==> config.mk <==
export PLATFORM = sky130hd
export DESIGN_NAME = mcyc_ctrl_flat
export DESIGN_NICKNAME = d
export VERILOG_FILES = /design/src/rtl/mcyc_ctrl_if.sv /design/src/rtl/mcyc_ctrl.sv /design/src/flat_wrapper.sv
export SDC_FILE = /design/constraint.sdc
export NUM_CORES = 1
export LEC_CHECK = 0
export CAP_MARGIN = 10
export CORE_MARGIN = 3
export CORE_UTILIZATION = 47
export CTS_BUF_LIST = sky130_fd_sc_hd__clkbuf_4
export CTS_CLUSTER_DIAMETER = 120
export DETAILED_ROUTE_END_ITERATION = 16
export GPL_TIMING_DRIVEN = 1
export PLACE_DENSITY_LB_ADDON = 0.3
export SYNTH_ARGS = -nofsm -noshare
export SYNTH_HDL_FRONTEND = slang
export SYNTH_SLANG_ARGS = --single-unit
==> constraint.sdc <==
create_clock -name clk -period 5.2 [get_ports clk]
set_clock_uncertainty 0.1 [all_clocks]
set_input_delay 1.04 -clock clk [delete_from_list [all_inputs] [get_ports clk]]
set_output_delay 1.04 -clock clk [all_outputs]
set_load 0.03 [all_outputs]
==> src/rtl/mcyc_ctrl_if.sv <==
// mcyc_ctrl_if: bundle between the multicycle controller and the datapath /
// memory-IO side.
//   Inst_in, zero, overflow, MIO_ready : datapath/bus -> controller
//   MemRead .. retire                  : controller -> datapath/bus
// The master modport is the controller's view; slave is the datapath's view.
interface mcyc_ctrl_if;
  logic [31:0] Inst_in;
  logic        zero;
  logic        overflow;
  logic        MIO_ready;

  logic        MemRead;
  logic        MemWrite;
  logic        IRWrite;
  logic        IorD;
  logic        CPU_MIO;
  logic        RegWrite;
  logic        ALUSrcA;
  logic        PCWrite;
  logic        PCWriteCond;
  logic        Branch;
  logic [1:0]  RegDst;
  logic [1:0]  MemtoReg;
  logic [1:0]  ALUSrcB;
  logic [1:0]  PCSource;
  logic [2:0]  ALU_operation;
  logic [4:0]  state_out;
  logic        trap;
  logic [1:0]  trap_cause;
  logic        retire;

  modport master (
    input  Inst_in, zero, overflow, MIO_ready,
    output MemRead, MemWrite, IRWrite, IorD, CPU_MIO,
    output RegWrite, ALUSrcA, PCWrite, PCWriteCond, Branch,
    output RegDst, MemtoReg, ALUSrcB, PCSource,
    output ALU_operation, state_out, trap, trap_cause, retire
  );

  modport slave (
    output Inst_in, zero, overflow, MIO_ready,
    input  MemRead, MemWrite, IRWrite, IorD, CPU_MIO,
    input  RegWrite, ALUSrcA, PCWrite, PCWriteCond, Branch,
    input  RegDst, MemtoReg, ALUSrcB, PCSource,
    input  ALU_operation, state_out, trap, trap_cause, retire
  );
endinterface

==> src/rtl/mcyc_ctrl.sv <==
// mcyc_ctrl: multicycle control unit for the MIPS-subset CPU.
// Sequences IF/ID/EX/MEM/WB, inserts wait states on MIO_ready, traps on bus
// timeout, illegal opcode and (optionally) signed overflow.
// Ports:
//   clk    : clock
//   reset  : asynchronous, active-high
//   bus    : mcyc_ctrl_if.master (IR contents, ALU flags, MIO_ready in;
//            memory/datapath controls, state_out, trap, trap_cause, retire out)
// Parameters:
//   TIMEOUT  : wait cycles allowed on MIO_ready before a timeout trap
//   TO_W     : wait counter width
//   TRAP_OVF : 1 = signed overflow on add/sub/addi traps
module mcyc_ctrl #(
  parameter int TIMEOUT  = 15,
  parameter int TO_W     = 4,
  parameter int TRAP_OVF = 1
) (
  input  logic         clk,
  input  logic         reset,
  mcyc_ctrl_if.master  bus
);

  typedef enum logic [4:0] {
    S_IF   = 5'd0,
    S_ID   = 5'd1,
    S_MA   = 5'd2,
    S_MRD  = 5'd3,
    S_LWB  = 5'd4,
    S_MWR  = 5'd5,
    S_REX  = 5'd6,
    S_RWB  = 5'd7,
    S_BEQ  = 5'd8,
    S_J    = 5'd9,
    S_IEX  = 5'd10,
    S_IWB  = 5'd11,
    S_LUI  = 5'd12,
    S_BNE  = 5'd13,
    S_JR   = 5'd14,
    S_JAL  = 5'd15,
    S_TRAP = 5'd16
  } state_t;

  localparam logic [5:0] OP_RTYPE = 6'b000000;
  localparam logic [5:0] OP_LW    = 6'b100011;
  localparam logic [5:0] OP_SW    = 6'b101011;
  localparam logic [5:0] OP_BEQ   = 6'b000100;
  localparam logic [5:0] OP_BNE   = 6'b000101;
  localparam logic [5:0] OP_J     = 6'b000010;
  localparam logic [5:0] OP_JAL   = 6'b000011;
  localparam logic [5:0] OP_ADDI  = 6'b001000;
  localparam logic [5:0] OP_ANDI  = 6'b001100;
  localparam logic [5:0] OP_ORI   = 6'b001101;
  localparam logic [5:0] OP_XORI  = 6'b001110;
  localparam logic [5:0] OP_SLTI  = 6'b001010;
  localparam logic [5:0] OP_LUI   = 6'b001111;

  localparam logic [5:0] F_ADD = 6'b100000;
  localparam logic [5:0] F_SUB = 6'b100010;
  localparam logic [5:0] F_AND = 6'b100100;
  localparam logic [5:0] F_OR  = 6'b100101;
  localparam logic [5:0] F_XOR = 6'b100110;
  localparam logic [5:0] F_NOR = 6'b100111;
  localparam logic [5:0] F_SLT = 6'b101010;
  localparam logic [5:0] F_SRL = 6'b000010;
  localparam logic [5:0] F_JR  = 6'b001000;

  localparam logic [2:0] ALU_AND = 3'b000;
  localparam logic [2:0] ALU_OR  = 3'b001;
  localparam logic [2:0] ALU_ADD = 3'b010;
  localparam logic [2:0] ALU_XOR = 3'b011;
  localparam logic [2:0] ALU_NOR = 3'b100;
  localparam logic [2:0] ALU_SRL = 3'b101;
  localparam logic [2:0] ALU_SUB = 3'b110;
  localparam logic [2:0] ALU_SLT = 3'b111;

  localparam logic [1:0] CAUSE_NONE    = 2'b00;
  localparam logic [1:0] CAUSE_TIMEOUT = 2'b01;
  localparam logic [1:0] CAUSE_ILLEGAL = 2'b10;
  localparam logic [1:0] CAUSE_OVF     = 2'b11;

  localparam logic [TO_W-1:0] CNT_LAST = TO_W'(TIMEOUT - 1);
  localparam logic [TO_W-1:0] CNT_ONE  = {{(TO_W-1){1'b0}}, 1'b1};

  // R-type funct -> ALU op; unknown functs fall back to ADD.
  function automatic logic [2:0] rex_alu_op(input logic [5:0] funct);
    case (funct)
      F_ADD:   rex_alu_op = ALU_ADD;
      F_SUB:   rex_alu_op = ALU_SUB;
      F_AND:   rex_alu_op = ALU_AND;
      F_OR:    rex_alu_op = ALU_OR;
      F_XOR:   rex_alu_op = ALU_XOR;
      F_NOR:   rex_alu_op = ALU_NOR;
      F_SLT:   rex_alu_op = ALU_SLT;
      F_SRL:   rex_alu_op = ALU_SRL;
      default: rex_alu_op = ALU_ADD;
    endcase
  endfunction

  // I-type opcode -> ALU op.
  function automatic logic [2:0] iex_alu_op(input logic [5:0] opcode);
    case (opcode)
      OP_ADDI: iex_alu_op = ALU_ADD;
      OP_ANDI: iex_alu_op = ALU_AND;
      OP_ORI:  iex_alu_op = ALU_OR;
      OP_XORI: iex_alu_op = ALU_XOR;
      OP_SLTI: iex_alu_op = ALU_SLT;
      default: iex_alu_op = ALU_ADD;
    endcase
  endfunction

  state_t          state_r;
  state_t          state_next_s;
  logic [TO_W-1:0] wait_cnt_r;
  logic [TO_W-1:0] wait_cnt_next_s;
  logic [1:0]      trap_cause_r;
  logic [1:0]      cause_next_s;
  logic [5:0]      opcode_s;
  logic [5:0]      funct_s;
  logic            timeout_hit_s;
  logic            ovf_en_s;
  logic            in_wait_s;

  assign opcode_s = bus.Inst_in[31:26];
  assign funct_s  = bus.Inst_in[5:0];

  // Timeout fires on the cycle whose increment would reach TIMEOUT; a
  // simultaneous MIO_ready wins.
  assign timeout_hit_s = (!bus.MIO_ready) && (wait_cnt_r == CNT_LAST);
  assign ovf_en_s      = (TRAP_OVF != 0) && bus.overflow;
  assign in_wait_s     = (state_r == S_IF) || (state_r == S_MRD) || (state_r == S_MWR);

  // State, wait counter and latched trap cause.
  always_ff @(posedge clk or posedge reset) begin
    if (reset) begin
      state_r      <= S_IF;
      wait_cnt_r   <= '0;
      trap_cause_r <= CAUSE_NONE;
    end else begin
      state_r    <= state_next_s;
      wait_cnt_r <= wait_cnt_next_s;
      if ((state_next_s == S_TRAP) && (state_r != S_TRAP)) begin
        trap_cause_r <= cause_next_s;
      end else begin
        trap_cause_r <= trap_cause_r;
      end
    end
  end

  // Next-state and trap cause selection.
  always_comb begin
    state_next_s = state_r;
    cause_next_s = CAUSE_NONE;
    case (state_r)
      S_IF: begin
        if (bus.MIO_ready) begin
          state_next_s = S_ID;
        end else if (timeout_hit_s) begin
          state_next_s = S_TRAP;
          cause_next_s = CAUSE_TIMEOUT;
        end else begin
          state_next_s = S_IF;
        end
      end
      S_ID: begin
        case (opcode_s)
          OP_RTYPE: state_next_s = (funct_s == F_JR) ? S_JR : S_REX;
          OP_LW,
          OP_SW:    state_next_s = S_MA;
          OP_BEQ:   state_next_s = S_BEQ;
          OP_BNE:   state_next_s = S_BNE;
          OP_J:     state_next_s = S_J;
          OP_JAL:   state_next_s = S_JAL;
          OP_ADDI,
          OP_ANDI,
          OP_ORI,
          OP_XORI,
          OP_SLTI:  state_next_s = S_IEX;
          OP_LUI:   state_next_s = S_LUI;
          default: begin
            state_next_s = S_TRAP;
            cause_next_s = CAUSE_ILLEGAL;
          end
        endcase
      end
      S_MA: begin
        if (opcode_s == OP_LW) begin
          state_next_s = S_MRD;
        end else begin
          state_next_s = S_MWR;
        end
      end
      S_MRD, S_MWR: begin
        if (bus.MIO_ready) begin
          state_next_s = (state_r == S_MRD) ? S_LWB : S_IF;
        end else if (timeout_hit_s) begin
          state_next_s = S_TRAP;
          cause_next_s = CAUSE_TIMEOUT;
        end else begin
          state_next_s = state_r;
        end
      end
      S_REX: begin
        if (ovf_en_s && ((funct_s == F_ADD) || (funct_s == F_SUB))) begin
          state_next_s = S_TRAP;
          cause_next_s = CAUSE_OVF;
        end else begin
          state_next_s = S_RWB;
        end
      end
      S_IEX: begin
        if (ovf_en_s && (opcode_s == OP_ADDI)) begin
          state_next_s = S_TRAP;
          cause_next_s = CAUSE_OVF;
        end else begin
          state_next_s = S_IWB;
        end
      end
      S_LWB, S_RWB, S_IWB, S_LUI,
      S_BEQ, S_BNE, S_J, S_JR, S_JAL: state_next_s = S_IF;
      S_TRAP:  state_next_s = S_TRAP;
      default: state_next_s = S_IF;
    endcase
  end

  // Wait counter: any state change clears it, which covers entry into every
  // wait state; it counts only while stalled in a wait state.
  always_comb begin
    wait_cnt_next_s = wait_cnt_r;
    if (state_next_s != state_r) begin
      wait_cnt_next_s = '0;
    end else if (in_wait_s && !bus.MIO_ready) begin
      wait_cnt_next_s = wait_cnt_r + CNT_ONE;
    end else begin
      wait_cnt_next_s = wait_cnt_r;
    end
  end

  logic       mem_read_s, mem_write_s, ir_write_s, iord_s, cpu_mio_s;
  logic       reg_write_s, alu_src_a_s, pc_write_s, pc_write_cond_s, branch_s;
  logic [1:0] reg_dst_s, mem_to_reg_s, alu_src_b_s, pc_source_s;
  logic [2:0] alu_op_s;
  logic       trap_s, retire_s;

  // Per-state datapath controls, decoded from the current state and inputs.
  always_comb begin
    mem_read_s      = 1'b0;
    mem_write_s     = 1'b0;
    ir_write_s      = 1'b0;
    iord_s          = 1'b0;
    cpu_mio_s       = 1'b0;
    reg_write_s     = 1'b0;
    alu_src_a_s     = 1'b0;
    pc_write_s      = 1'b0;
    pc_write_cond_s = 1'b0;
    branch_s        = 1'b0;
    reg_dst_s       = 2'd0;
    mem_to_reg_s    = 2'd0;
    alu_src_b_s     = 2'd0;
    pc_source_s     = 2'd0;
    alu_op_s        = ALU_ADD;
    trap_s          = 1'b0;
    retire_s        = 1'b0;
    case (state_r)
      S_IF: begin
        mem_read_s  = 1'b1;
        cpu_mio_s   = 1'b1;
        alu_src_b_s = 2'd1;
        ir_write_s  = bus.MIO_ready;
        pc_write_s  = bus.MIO_ready;
      end
      S_ID:  alu_src_b_s = 2'd3;
      S_MA: begin
        alu_src_a_s = 1'b1;
        alu_src_b_s = 2'd2;
      end
      S_MRD: begin
        mem_read_s = 1'b1;
        iord_s     = 1'b1;
        cpu_mio_s  = 1'b1;
      end
      S_LWB: begin
        reg_write_s  = 1'b1;
        mem_to_reg_s = 2'd1;
        retire_s     = 1'b1;
      end
      S_MWR: begin
        mem_write_s = 1'b1;
        iord_s      = 1'b1;
        cpu_mio_s   = 1'b1;
        retire_s    = bus.MIO_ready;
      end
      S_REX: begin
        alu_src_a_s = 1'b1;
        alu_op_s    = rex_alu_op(funct_s);
      end
      S_RWB: begin
        reg_write_s = 1'b1;
        reg_dst_s   = 2'd1;
        retire_s    = 1'b1;
      end
      S_BEQ, S_BNE: begin
        alu_src_a_s     = 1'b1;
        alu_op_s        = ALU_SUB;
        pc_write_cond_s = 1'b1;
        pc_source_s     = 2'd1;
        branch_s        = (state_r == S_BEQ);
        retire_s        = 1'b1;
      end
      S_J: begin
        pc_write_s  = 1'b1;
        pc_source_s = 2'd2;
        retire_s    = 1'b1;
      end
      S_IEX: begin
        alu_src_a_s = 1'b1;
        alu_src_b_s = 2'd2;
        alu_op_s    = iex_alu_op(opcode_s);
      end
      S_IWB: begin
        reg_write_s = 1'b1;
        retire_s    = 1'b1;
      end
      S_LUI: begin
        reg_write_s  = 1'b1;
        mem_to_reg_s = 2'd2;
        retire_s     = 1'b1;
      end
      S_JR: begin
        alu_src_a_s = 1'b1;
        pc_write_s  = 1'b1;
        pc_source_s = 2'd3;
        retire_s    = 1'b1;
      end
      S_JAL: begin
        pc_write_s   = 1'b1;
        pc_source_s  = 2'd2;
        reg_write_s  = 1'b1;
        mem_to_reg_s = 2'd3;
        reg_dst_s    = 2'd2;
        retire_s     = 1'b1;
      end
      S_TRAP: begin
        trap_s   = 1'b1;
        alu_op_s = 3'b000;
      end
      default: begin
        trap_s   = 1'b0;
        alu_op_s = ALU_ADD;
      end
    endcase
  end

  assign bus.MemRead       = mem_read_s;
  assign bus.MemWrite      = mem_write_s;
  assign bus.IRWrite       = ir_write_s;
  assign bus.IorD          = iord_s;
  assign bus.CPU_MIO       = cpu_mio_s;
  assign bus.RegWrite      = reg_write_s;
  assign bus.ALUSrcA       = alu_src_a_s;
  assign bus.PCWrite       = pc_write_s;
  assign bus.PCWriteCond   = pc_write_cond_s;
  assign bus.Branch        = branch_s;
  assign bus.RegDst        = reg_dst_s;
  assign bus.MemtoReg      = mem_to_reg_s;
  assign bus.ALUSrcB       = alu_src_b_s;
  assign bus.PCSource      = pc_source_s;
  assign bus.ALU_operation = alu_op_s;
  assign bus.state_out     = state_r;
  assign bus.trap          = trap_s;
  assign bus.trap_cause    = trap_cause_r;
  assign bus.retire        = retire_s;

endmodule

==> src/flat_wrapper.sv <==
// flat-port wrapper written by rule: the top's interface ports become plain ports
module mcyc_ctrl_flat 
#(
  parameter int TIMEOUT  = 15,
  parameter int TO_W     = 4,
  parameter int TRAP_OVF = 1
)
  (clk, reset, bus_Inst_in, bus_zero, bus_overflow, bus_MIO_ready, bus_MemRead, bus_MemWrite, bus_IRWrite, bus_IorD, bus_CPU_MIO, bus_RegWrite, bus_ALUSrcA, bus_PCWrite, bus_PCWriteCond, bus_Branch, bus_RegDst, bus_MemtoReg, bus_ALUSrcB, bus_PCSource, bus_ALU_operation, bus_state_out, bus_trap, bus_trap_cause, bus_retire);
  mcyc_ctrl_if bus_i ();
  input  logic clk;
  input  logic reset;
  input wire logic [$bits(bus_i.Inst_in)-1:0] bus_Inst_in;
  input wire logic [$bits(bus_i.zero)-1:0] bus_zero;
  input wire logic [$bits(bus_i.overflow)-1:0] bus_overflow;
  input wire logic [$bits(bus_i.MIO_ready)-1:0] bus_MIO_ready;
  output wire logic [$bits(bus_i.MemRead)-1:0] bus_MemRead;
  output wire logic [$bits(bus_i.MemWrite)-1:0] bus_MemWrite;
  output wire logic [$bits(bus_i.IRWrite)-1:0] bus_IRWrite;
  output wire logic [$bits(bus_i.IorD)-1:0] bus_IorD;
  output wire logic [$bits(bus_i.CPU_MIO)-1:0] bus_CPU_MIO;
  output wire logic [$bits(bus_i.RegWrite)-1:0] bus_RegWrite;
  output wire logic [$bits(bus_i.ALUSrcA)-1:0] bus_ALUSrcA;
  output wire logic [$bits(bus_i.PCWrite)-1:0] bus_PCWrite;
  output wire logic [$bits(bus_i.PCWriteCond)-1:0] bus_PCWriteCond;
  output wire logic [$bits(bus_i.Branch)-1:0] bus_Branch;
  output wire logic [$bits(bus_i.RegDst)-1:0] bus_RegDst;
  output wire logic [$bits(bus_i.MemtoReg)-1:0] bus_MemtoReg;
  output wire logic [$bits(bus_i.ALUSrcB)-1:0] bus_ALUSrcB;
  output wire logic [$bits(bus_i.PCSource)-1:0] bus_PCSource;
  output wire logic [$bits(bus_i.ALU_operation)-1:0] bus_ALU_operation;
  output wire logic [$bits(bus_i.state_out)-1:0] bus_state_out;
  output wire logic [$bits(bus_i.trap)-1:0] bus_trap;
  output wire logic [$bits(bus_i.trap_cause)-1:0] bus_trap_cause;
  output wire logic [$bits(bus_i.retire)-1:0] bus_retire;
  assign bus_i.Inst_in = bus_Inst_in;
  assign bus_i.zero = bus_zero;
  assign bus_i.overflow = bus_overflow;
  assign bus_i.MIO_ready = bus_MIO_ready;
  assign bus_MemRead = bus_i.MemRead;
  assign bus_MemWrite = bus_i.MemWrite;
  assign bus_IRWrite = bus_i.IRWrite;
  assign bus_IorD = bus_i.IorD;
  assign bus_CPU_MIO = bus_i.CPU_MIO;
  assign bus_RegWrite = bus_i.RegWrite;
  assign bus_ALUSrcA = bus_i.ALUSrcA;
  assign bus_PCWrite = bus_i.PCWrite;
  assign bus_PCWriteCond = bus_i.PCWriteCond;
  assign bus_Branch = bus_i.Branch;
  assign bus_RegDst = bus_i.RegDst;
  assign bus_MemtoReg = bus_i.MemtoReg;
  assign bus_ALUSrcB = bus_i.ALUSrcB;
  assign bus_PCSource = bus_i.PCSource;
  assign bus_ALU_operation = bus_i.ALU_operation;
  assign bus_state_out = bus_i.state_out;
  assign bus_trap = bus_i.trap;
  assign bus_trap_cause = bus_i.trap_cause;
  assign bus_retire = bus_i.retire;
  mcyc_ctrl #(.TIMEOUT(TIMEOUT), .TO_W(TO_W), .TRAP_OVF(TRAP_OVF)) u_core (.clk(clk), .reset(reset), .bus(bus_i));
endmodule
==> metrics list <==
- First-pass GRT wire length: 6734 um
- Top Ports: 67
- Power density relative to cell area: 354.4 nW/um2
* Setup slack of the most critical reg-to-reg path: 2.74 ns
* Timing-limited maximum frequency: 214.9 MHz
- The worst register-to-register path begins at u_core.bus.state_out[2]$_DFF_PP0_.
- H-tree depth: 1
- The total area inside the core boundary comes to 3078 um2.
- In the final timing run, aggregate negative setup slack is 0 ns.
- Routed wire length per instance: 14.52 um
* Cell area after synthesis: 1519 um2
- Row cnt: 20
* Worst path required time: 4.06 ns
* Primary FF master, synth: sky130_fd_sc_hd__dfrtp_1
- After clock tree synthesis, the clock-pin slew on the worst setup and hold paths is 0.07 ns.
- Among all stages on the critical path, the largest delay is contributed by sky130_fd_sc_hd__clkdlybuf4s50_1.
- Entering global routing, the biggest net connects 25 pins.
* Cell accounting for the most synthesized area: sky130_fd_sc_hd__dfrtp_1
- Proportion of power drawn by the clock network: 0.086
* Die footprint: 3950 um2
- Tot GR Track Use: 0.2027
- Clock tree sinks: 11
- Number of warnings reported in the yosys synthesis log: 0
* Area overhead of the layout relative to synthesis: 31.14%
- The run finished with clean final reports.
- The number of clock buffers added by TritonCTS is 3.
- Input and output buffers added on the ports amount to 45.
- Setup violations remaining at the end of the flow were counted as 0.
- Dominant cells by area after synthesis: sky130_fd_sc_hd__dfrtp_1 18%, sky130_fd_sc_hd__nor2_1 4.4%, sky130_fd_sc_hd__nand2_1 4.0%, sky130_fd_sc_hd__nand3_1 3.6%, sky130_fd_sc_hd__a21oi_1 3.3%
- In this run, post-CTS repair resized a total of 0 instances.
- Cells after synthesis: 204
- Counting flops with an async set or reset pin after synthesis yields a share of 1.000.
- The share of total power dissipated in sequential elements is 0.227.
- For this run, the register share of the synthesized area comes to 0.1812.
* Total area of sequential cells: 275.3 um2
* Number of antenna violations at the first check in global routing: 0
- Dpl ws: 0.5870 ns
- In the finished design, the share of the clock period the worst path needs comes to 0.8947.
- The worst path needs 4.653 ns of the cycle, external delays included.
- Root buf cell: sky130_fd_sc_hd__clkbuf_4
- Setup repair after global routing left no endpoint under its margin.
- Of the total power, the share spent switching nets is 0.5189.
* End point of the most critical hold path: u_core.bus.trap_cause[1]$_DFFE_PP0P_
- CP Data Arrival Time: 3.51 ns
- In this run the most critical hold path is launched from u_core.bus.trap_cause[1]$_DFFE_PP0P_.
- In the post-route analysis, the smallest setup slack over all paths is 0.5474 ns.
- For this configuration, the core starts out at a cell density of 0.4935.
- The number of hold buffers added after CTS was 0.
- TritonCTS built the clock tree.
- The congestion estimate from routability-driven global placement came to 0.9358.
- For the pin with the worst max-slew slack, the measured transition is 0.8044 ns.
- Worst Hold Class: flop to flop
- Start-to-end type of the worst setup path: input port to output pin
- The multi-input combinational cells in the finished layout cover a total of 1136 um2.
* Chip Height: 62.85 um
- Reported net switching power: 0.0003663 W
- Int Power: 0.0003397 W
* Final nets: 281
- Sum of net half-perimeters after detailed placement: 3197 um
* Logic depth of the worst register-to-register path: 5
- Walking the worst path, the cells encountered are clkdlybuf4s50_1 -> nor3b_1 -> a41oi_1 -> nor3_1 -> a41oi_1 -> or3_1 -> clkdlybuf4s50_1.
* Maximum clock path buffer count: 2
- Averaged over all synthesized cells, the footprint is 7.446 um2.
* Worst stage delay on the critical path: 0.65 ns
* Post CTS Setup Buffer Count: 0
- Initial drt markers: 142
* Area share of the largest cell type after synthesis: 0.1812
* Count of flip-flops with a built-in enable after synthesis: 0
* Worst r2r dst: u_core.wait_cnt_r[0]$_DFFE_PP0P_
* Final count of pins violating max slew: 0
- Max-cap violations in this run came to 0.
- The repair_antennas step left the layout with diodes totalling 0.
* Layout cells sized above 1: 0.08714
- Along the worst path, the maximum fanout reaches 10.
- Vias per std cell: 5.839
- Post-Route WL: 4139 um
* Final hold vios: 0
- Total via count after detailed routing: 1,664
- Of the total power, combinational logic draws 0.687.
* Total nets after synthesis: 243
- Maximum VDD drop: 0.3294 mV
* Leftover overflow at the end of global routing: 0
- Type of element launching the critical path: input port
* Drt drc: 0
- The floorplan step set the die width to 62.85 um.
* Static Leakage: 0.7295 nW
- First-pass iteration count of the detailed router: 5
- The via count of the first global-routing pass came to 1,428.
* ANT nets after route: 0
* Worst hold path depth: 1
- FILL cells: 295
* Capturing element type of the critical path: output pin
* Clock latency at the later pin of the worst-skew pair: 0.26 ns
* Cell variety after synth: 64
* Synth Register Bits: 11
- Measured against its own limit, the worst slew margin works out to 0.4637.
## sequential cells by signal, summed over array words and instances (netlist names)
signal,count
u_core.bus.state_out,5
u_core.bus.trap_cause,2
u_core.wait_cnt_r,4
## power groups by stage
stage / registers (W) / logic, W / clock network, W
floorplan: 0.000142 / 0.000335 / 0
global placement: 0.000159 / 0.000476 / 0
detailed placement: 0.000161 / 0.000482 / 0
CTS: 0.000159 / 0.000484 / 0.0000620
global route: 0.000168 / 0.000520 / 0.0000666
finish: 0.000160 / 0.000485 / 0.0000610
## worst max-delay path, delay by kind of cell
kind	cells	cell delay, ns
buffers and inverters	2	1.25
AND/OR/NAND/NOR	3	0.98
AO/OA/AOI/OAI	2	0.24
## kinds of logic after synthesis
family	Yosys count	share of synthesized area
AND/OR/NAND/NOR	107	0.4086
AO/OA/AOI/OAI	54	0.2751
buffers and inverters	23	0.07084
XOR/XNOR	5	0.03378
multiplexers	2	0.01400
adder cells (fa/ha/maj)	2	0.01647
flip-flops	11	0.1812
## final cells by class
| type | instances | share of cell area |
|---|---|---|
| tap | 44 | 0.02764 |
| sequential | 11 | 0.1382 |
| timing repair buffer | 46 | 0.2299 |
| clock buffer | 4 | 0.01508 |
| inverter | 10 | 0.01884 |
| multi-input combinational | 170 | 0.5704 |
## cell usage in the layout, fill, tap and decap left out, types with 3 or more instances in the layout
cell type and n:
sky130_fd_sc_hd__a21oi_1 10, sky130_fd_sc_hd__o21ai_0 8, sky130_fd_sc_hd__dfrtp_1 11, sky130_fd_sc_hd__or4_1 3
sky130_fd_sc_hd__o21a_1 3, sky130_fd_sc_hd__nor2b_1 8, sky130_fd_sc_hd__nor2_1 18, sky130_fd_sc_hd__nor4_1 4
sky130_fd_sc_hd__nand2_1 16, sky130_fd_sc_hd__clkbuf_4 4, sky130_fd_sc_hd__inv_1 10, sky130_fd_sc_hd__nor3_1 10
sky130_fd_sc_hd__o211ai_1 4, sky130_fd_sc_hd__and3_1 6, sky130_fd_sc_hd__nand2b_1 7, sky130_fd_sc_hd__clkdlybuf4s50_1 45
sky130_fd_sc_hd__nand3_1 11, sky130_fd_sc_hd__or3_1 3, sky130_fd_sc_hd__a41oi_1 3
## how the worst max path moves through the flow
stage	from	to	slack [ns]	depth (start not counted)
after floorplan	bus_Inst_in[29]	bus_ALU_operation[1]	1.69	6
after global placement	bus_Inst_in[29]	bus_ALU_operation[1]	0.56	7
after detailed placement	bus_Inst_in[29]	bus_ALU_operation[1]	0.59	7
after CTS	bus_Inst_in[29]	bus_ALU_operation[1]	0.58	7
after global routing	bus_Inst_in[29]	bus_ALU_operation[1]	0.38	7
final	bus_Inst_in[29]	bus_ALU_operation[1]	0.55	7
## per-layer routing
layer,wire [um],up-vias,GRT usage,part of all wire
met5,0,-,0,0
met4,21,0,0.03857,0.0051
met3,250,2,0.01799,0.060
met2,1758,61,0.2956,0.42
met1,2109,757,0.3208,0.51
li1,-,844,-,-
## synth_stat cells, types with 2 or more instances
cell type,count
sky130_fd_sc_hd__a211oi_1,2
sky130_fd_sc_hd__a21o_1,2
sky130_fd_sc_hd__a21oi_1,10
sky130_fd_sc_hd__a22oi_1,2
sky130_fd_sc_hd__a31oi_1,2
sky130_fd_sc_hd__a41oi_1,3
sky130_fd_sc_hd__and3_1,6
sky130_fd_sc_hd__buf_2,8
sky130_fd_sc_hd__clkbuf_1,3
sky130_fd_sc_hd__dfrtp_1,11
sky130_fd_sc_hd__ha_1,2
sky130_fd_sc_hd__inv_1,10
sky130_fd_sc_hd__nand2_1,16
sky130_fd_sc_hd__nand2b_1,7
sky130_fd_sc_hd__nand3_1,11
sky130_fd_sc_hd__nand4b_1,2
sky130_fd_sc_hd__nor2_1,18
sky130_fd_sc_hd__nor2b_1,8
sky130_fd_sc_hd__nor3_1,10
sky130_fd_sc_hd__nor3b_1,2
sky130_fd_sc_hd__nor4_1,4
sky130_fd_sc_hd__nor4b_1,2
sky130_fd_sc_hd__o211ai_1,4
sky130_fd_sc_hd__o21a_1,3
sky130_fd_sc_hd__o21ai_0,8
sky130_fd_sc_hd__o21bai_1,2
sky130_fd_sc_hd__or2_1,2
sky130_fd_sc_hd__or2_2,2
sky130_fd_sc_hd__or3_1,3
sky130_fd_sc_hd__or4_1,3
sky130_fd_sc_hd__xnor2_1,2
sky130_fd_sc_hd__xor2_1,2
## stage by stage
step,power [W],utilization,hold WS [ns],instances,cell area (um2)
6_report,0.0007060,0.6472,0.4088,285,1992
5_1_grt,0.0007545,0.6472,0.4198,285,1992
4_1_cts,0.0007051,0.6472,0.4086,285,1992
3_5_place_dp,0.0006422,0.6374,0.3814,281,1962
3_3_place_gp,0.0006357,0.6374,0.3868,281,1962
2_1_floorplan,0.0004768,-,0.5366,204,1519
No activity file was read; power rests on OpenSTA's default activity.
